===== src/rtl/sram_arbiter.sv =====
// Two-port round-robin arbiter in front of a single SRAM interface.
// Sequences strobe/ack handshakes and aborts accesses that never complete.
module sram_arbiter #(
  parameter int ADDR_W  = 20,
  parameter int DATA_W  = 16,
  parameter int TIMEOUT = 15
) (
  input  logic              clk,
  input  logic              reset,
  input  logic              m0_req,
  input  logic              m0_rw,
  input  logic [ADDR_W-1:0] m0_addr,
  input  logic              m0_uds,
  input  logic              m0_lds,
  input  logic [DATA_W-1:0] m0_wdata,
  output logic [DATA_W-1:0] m0_rdata,
  output logic              m0_ack,
  output logic              m0_err,
  input  logic              m1_req,
  input  logic              m1_rw,
  input  logic [ADDR_W-1:0] m1_addr,
  input  logic              m1_uds,
  input  logic              m1_lds,
  input  logic [DATA_W-1:0] m1_wdata,
  output logic [DATA_W-1:0] m1_rdata,
  output logic              m1_ack,
  output logic              m1_err,
  output logic [ADDR_W-1:0] mem_addr,
  output logic [DATA_W-1:0] mem_wdata,
  input  logic [DATA_W-1:0] mem_rdata,
  output logic              mem_uds,
  output logic              mem_lds,
  output logic              mem_rw,
  input  logic              mem_ack,
  output logic              busy,
  output logic              owner
);

  typedef enum logic [2:0] {
    IDLE, ISSUE, WAIT, RELEASE, DONE
  } state_t;

  localparam logic [7:0] TMO_LAST = 8'(TIMEOUT - 1);

  state_t              state, state_nxt;
  logic [7:0]          cnt;
  logic                err_flag;
  logic                grant, gport, tmo;
  logic                ack_port, go_done;
  logic [ADDR_W-1:0]   s_addr;
  logic [DATA_W-1:0]   s_wdata;
  logic                s_rw, s_uds, s_lds;

  // Request selection and next-state decode
  always_comb begin
    state_nxt = state;
    grant     = 1'b0;
    tmo       = 1'b0;
    gport     = (m0_req && m1_req) ? ~owner : m1_req;
    s_addr    = gport ? m1_addr  : m0_addr;
    s_wdata   = gport ? m1_wdata : m0_wdata;
    s_rw      = gport ? m1_rw    : m0_rw;
    s_uds     = gport ? m1_uds   : m0_uds;
    s_lds     = gport ? m1_lds   : m0_lds;
    unique case (state)
      IDLE: begin
        if (!mem_ack && (m0_req || m1_req)) begin
          grant     = 1'b1;
          state_nxt = (s_uds || s_lds) ? ISSUE : DONE;
        end
      end
      ISSUE: state_nxt = WAIT;
      WAIT: begin
        if (mem_ack) begin
          state_nxt = RELEASE;
        end else if (cnt == TMO_LAST) begin
          tmo       = 1'b1;
          state_nxt = RELEASE;
        end
      end
      RELEASE: state_nxt = DONE;
      DONE:    state_nxt = IDLE;
      default: state_nxt = IDLE;
    endcase
    ack_port = (state == IDLE) ? gport : owner;
    go_done  = (state_nxt == DONE) && (state != DONE);
  end

  // State register
  always_ff @(posedge clk) begin
    if (reset) state <= IDLE;
    else       state <= state_nxt;
  end

  // Memory-side registers, completion pulses and read data
  always_ff @(posedge clk) begin
    if (reset) begin
      mem_addr  <= '0;
      mem_wdata <= '0;
      mem_uds   <= 1'b0;
      mem_lds   <= 1'b0;
      mem_rw    <= 1'b1;
      m0_rdata  <= '0;
      m1_rdata  <= '0;
      m0_ack    <= 1'b0;
      m1_ack    <= 1'b0;
      m0_err    <= 1'b0;
      m1_err    <= 1'b0;
      busy      <= 1'b0;
      owner     <= 1'b1;
      cnt       <= '0;
      err_flag  <= 1'b0;
    end else begin
      busy   <= (state_nxt != IDLE);
      m0_ack <= go_done && !ack_port;
      m1_ack <= go_done &&  ack_port;
      m0_err <= go_done && !ack_port && err_flag;
      m1_err <= go_done &&  ack_port && err_flag;
      unique case (state)
        IDLE: begin
          if (grant) begin
            owner     <= gport;
            mem_addr  <= s_addr;
            mem_wdata <= s_wdata;
            mem_rw    <= s_rw;
            mem_uds   <= s_uds;
            mem_lds   <= s_lds;
          end
        end
        ISSUE: cnt <= '0;
        WAIT: begin
          if (mem_ack) begin
            if (mem_rw && !owner) m0_rdata <= mem_rdata;
            if (mem_rw &&  owner) m1_rdata <= mem_rdata;
          end else begin
            cnt <= cnt + 8'd1;
            if (tmo) begin
              err_flag <= 1'b1;
              if (mem_rw && !owner) m0_rdata <= '1;
              if (mem_rw &&  owner) m1_rdata <= '1;
            end
          end
        end
        RELEASE: begin
          mem_uds <= 1'b0;
          mem_lds <= 1'b0;
          mem_rw  <= 1'b1;
        end
        DONE:    err_flag <= 1'b0;
        default: ;
      endcase
    end
  end

endmodule


===== config.mk =====
export PLATFORM = sky130hd
export DESIGN_NAME = sram_arbiter
export DESIGN_NICKNAME = d
export VERILOG_FILES = /design/src/rtl/sram_arbiter.sv
export SDC_FILE = /design/constraint.sdc
export NUM_CORES = 1
export LEC_CHECK = 0
export ABC_AREA = 1
export ABC_CLOCK_PERIOD_IN_PS = 2100
export CAP_MARGIN = 20
export CORE_MARGIN = 1.5
export CORE_UTILIZATION = 35
export CTS_BUF_LIST = sky130_fd_sc_hd__clkbuf_8
export DETAILED_ROUTE_END_ITERATION = 12
export PLACE_DENSITY_LB_ADDON = 0.1
export SYNTH_ARGS = -nofsm -noshare
export SYNTH_HDL_FRONTEND = slang
export SYNTH_SLANG_ARGS = --single-unit

===== constraint.sdc =====
create_clock -name clk -period 2.1 [get_ports clk]
set_clock_uncertainty 0.1 [all_clocks]
set_input_delay 0.315 -clock clk [delete_from_list [all_inputs] [get_ports clk]]
set_output_delay 0.315 -clock clk [all_outputs]
set_load 0.02 [all_outputs]

==> flow_summary.toml <==
[critical_path]
path_max_fanout = 5
cp_top_family = "buffers and inverters"
crit_required_ps = 1680
cp_slowest_stage_delay_ps = 670
crit_buf_inv = 1
crit_path_cell_trace = "clkdlybuf4s50_1"
slowest_stage = "clkdlybuf4s50_1"
critPathLaunchType = "flop"
arrival_ps = 1540
worst-setup-path-type = "reg2out"
crit_path_end_kind = "output pin"

[floorplanning]
die_h_um = 111
die_w_um = 111
core_sq_mm = 0.0114
placementRows = 39
dieArea_sq_mm = 0.0122
io_pins = 176
start_util_pct = 35.7

[timing]
worst_pin_slew_ps = 650
finalCritPeriodShare_pct = 93.2
rsz0062_at_grt = "no"
setup_tns_ps = 0
setup_viol = 0
hold_viol = 0
worst_slew_margin_rel_pct = 56.6
fin_crit_ps = 1960
fmax_mhz = 511
slew_violations = 0

[placement]
gp_congestion = 0.843
hpwl_mm = 8.55
placed_area_sq_mm = 0.00592
numPortBuffers = 175
dp.cells = 882

[final_layout]
fin_area_sq_mm = 0.00614
final_common_cell = "clkdlybuf4s50_1"
fin_nets = 851
stdcell_count = 898
layout_common_cells = "clkdlybuf4s50_1, nor2_1, nand2_1, dfxtp_1, a21oi_1"
area_delta_synth_final_pct = 51.5
n_antenna_cell = 0
layout-drive-gt1-share_pct = 6.09

[clock_network]
clk_pin_slew_worst_paths_ps = 100
post_cts_buffers = 0
ctsHoldBuffers = 0
cts_tree = "done"
cts-htree-levels = 3
insertion_delay_ps = 360
cts_max_path_buffers = 2
clockRootBuffer = "clkbuf_8"
cts_sinks = 89
cts_resized = 0
cts_buffers = 9

[logic_synthesis]
netlist_area_sq_mm = 0.00406
seq_area_frac_synth_pct = 43.9
yosys_register_bits = 89
synth_fp_nets = 691
synth_cells = 590
avgSynthCellArea_sq_um = 6.88
synth.distinct_cells = 25
synth.yosys.warnings = 0

[detailed_routing]
routed_wl_mm = 11.8
drc_errors = 0
vias = 4342
dr.pass1.iters = 4
ant_nets = 0
drt-vias-per-instance = 4.84
drt-initial-drc-count = 254
wire_per_inst_um = 13.2

[global_routing]
grt_pass1_vias = 4127
antenna_found_initial = 0
gr-total-overflow = 0
track_usage_pct = 19.2
grt_max_degree = 47
grt_pass1_wl_mm = 19.6

[power]
ir_worst_vdd_mv = 0.382
p_leak_nw = 2.45
p_per_area_mw_per_mm2 = 678

[flow_run]
max_cap_viol_count = 0

[hold_path]
worstHoldPathType = "in2reg"

[outcome]
status = "complete, no violations"
-- Yosys cell counts --
cell,count,area (sq um)
ha_1,2,25.0
nand2_4,1,11.3
nor3_2,2,20.0
a21oi_1,80,400
nand3_4,1,17.5
o21ai_0,20,100
clkbuf_1,5,18.8
nand3_1,45,225
nand2_1,112,420
inv_1,19,71.3
nand2_2,1,6.26
o21ai_1,24,120
nand3_2,1,10.0
xor2_1,1,8.76
buf_2,15,75.1
dfxtp_1,89,1780
buf_4,10,75.1
nor2_1,137,514
nand4_1,4,25.0
inv_2,8,30.0
nand3b_1,2,15.0
buf_6,5,56.3
o31ai_1,1,7.51
buf_1,4,15.0
nor2_2,1,6.26
-- cells by family (layout without fill, tap and decap cells) --
family	count (synthesis)	in the layout	share of synthesized area, %
AOI/OAI and AO/OA	125	125	15.5
xor gates and xnor gates	1	1	0.216
adders and majority gates	2	2	0.617
buffers and inverters	66	231	8.42
DFF	89	89	43.9
and+or+nand+nor	307	307	31.3
-- power breakdown --
group | internal, mW | total (mW) | switching [mW] | leakage (nW)
Combinational | 0.475 | 0.982 | 0.507 | 1.61
Clock | 0.707 | 1.34 | 0.636 | 0.113
Sequential | 1.78 | 1.84 | 0.0586 | 0.724
-- routing by layer --
metal,global-route usage [%],vias to the layer above,part of all wire (%)
met3,6.23,14,8.8
li1,-,2228,-
met5,0,-,0
met1,23.8,1950,45
met4,6.67,0,1.3
met2,31.4,150,45
-- tightest hold or removal path, delay by kind of cell --
family                 cells  cell delay [ps]
and+or+nand+nor            1               80
buffers and inverters      2              170
-- state kept, by name, summed over array words and instances, names as in the netlist, 3 cells and up --
signal     cells
state          3
mem_wdata     16
mem_addr      20
m1_rdata      16
m0_rdata      16
cnt            8
-- final timing paths --
path	from	to	slack (ps)	depth (start not counted)
max	owner	owner	140	1
min	reset	mem_rw	130	3
max reg2reg	cnt[0]	m0_rdata[3]	370	10
min reg2reg	err_flag	m1_err	370	2
-- area by class of cell --
cell class	instances	area, sq um
inverters	27	101
flip-flops and latches	89	1780
well taps	143	179
clock buffers	10	138
repair buffers	188	1910
fillers	1127	5230
clock inverters	6	90.1
multi-input cells	435	1950
-- through the flow --
stage	hold WS (ps)	power (mW)	utilization (%)	setup WS [ps]
detailed placement	354	2.87	52.0	48.7
finish	134	4.17	54.0	143
global route	147	4.38	54.0	87.3
floorplan	331	2.40	-	611
global placement	349	2.85	52.0	43.4
CTS	115	4.22	54.0	114
(Power assumes the default switching activity.)
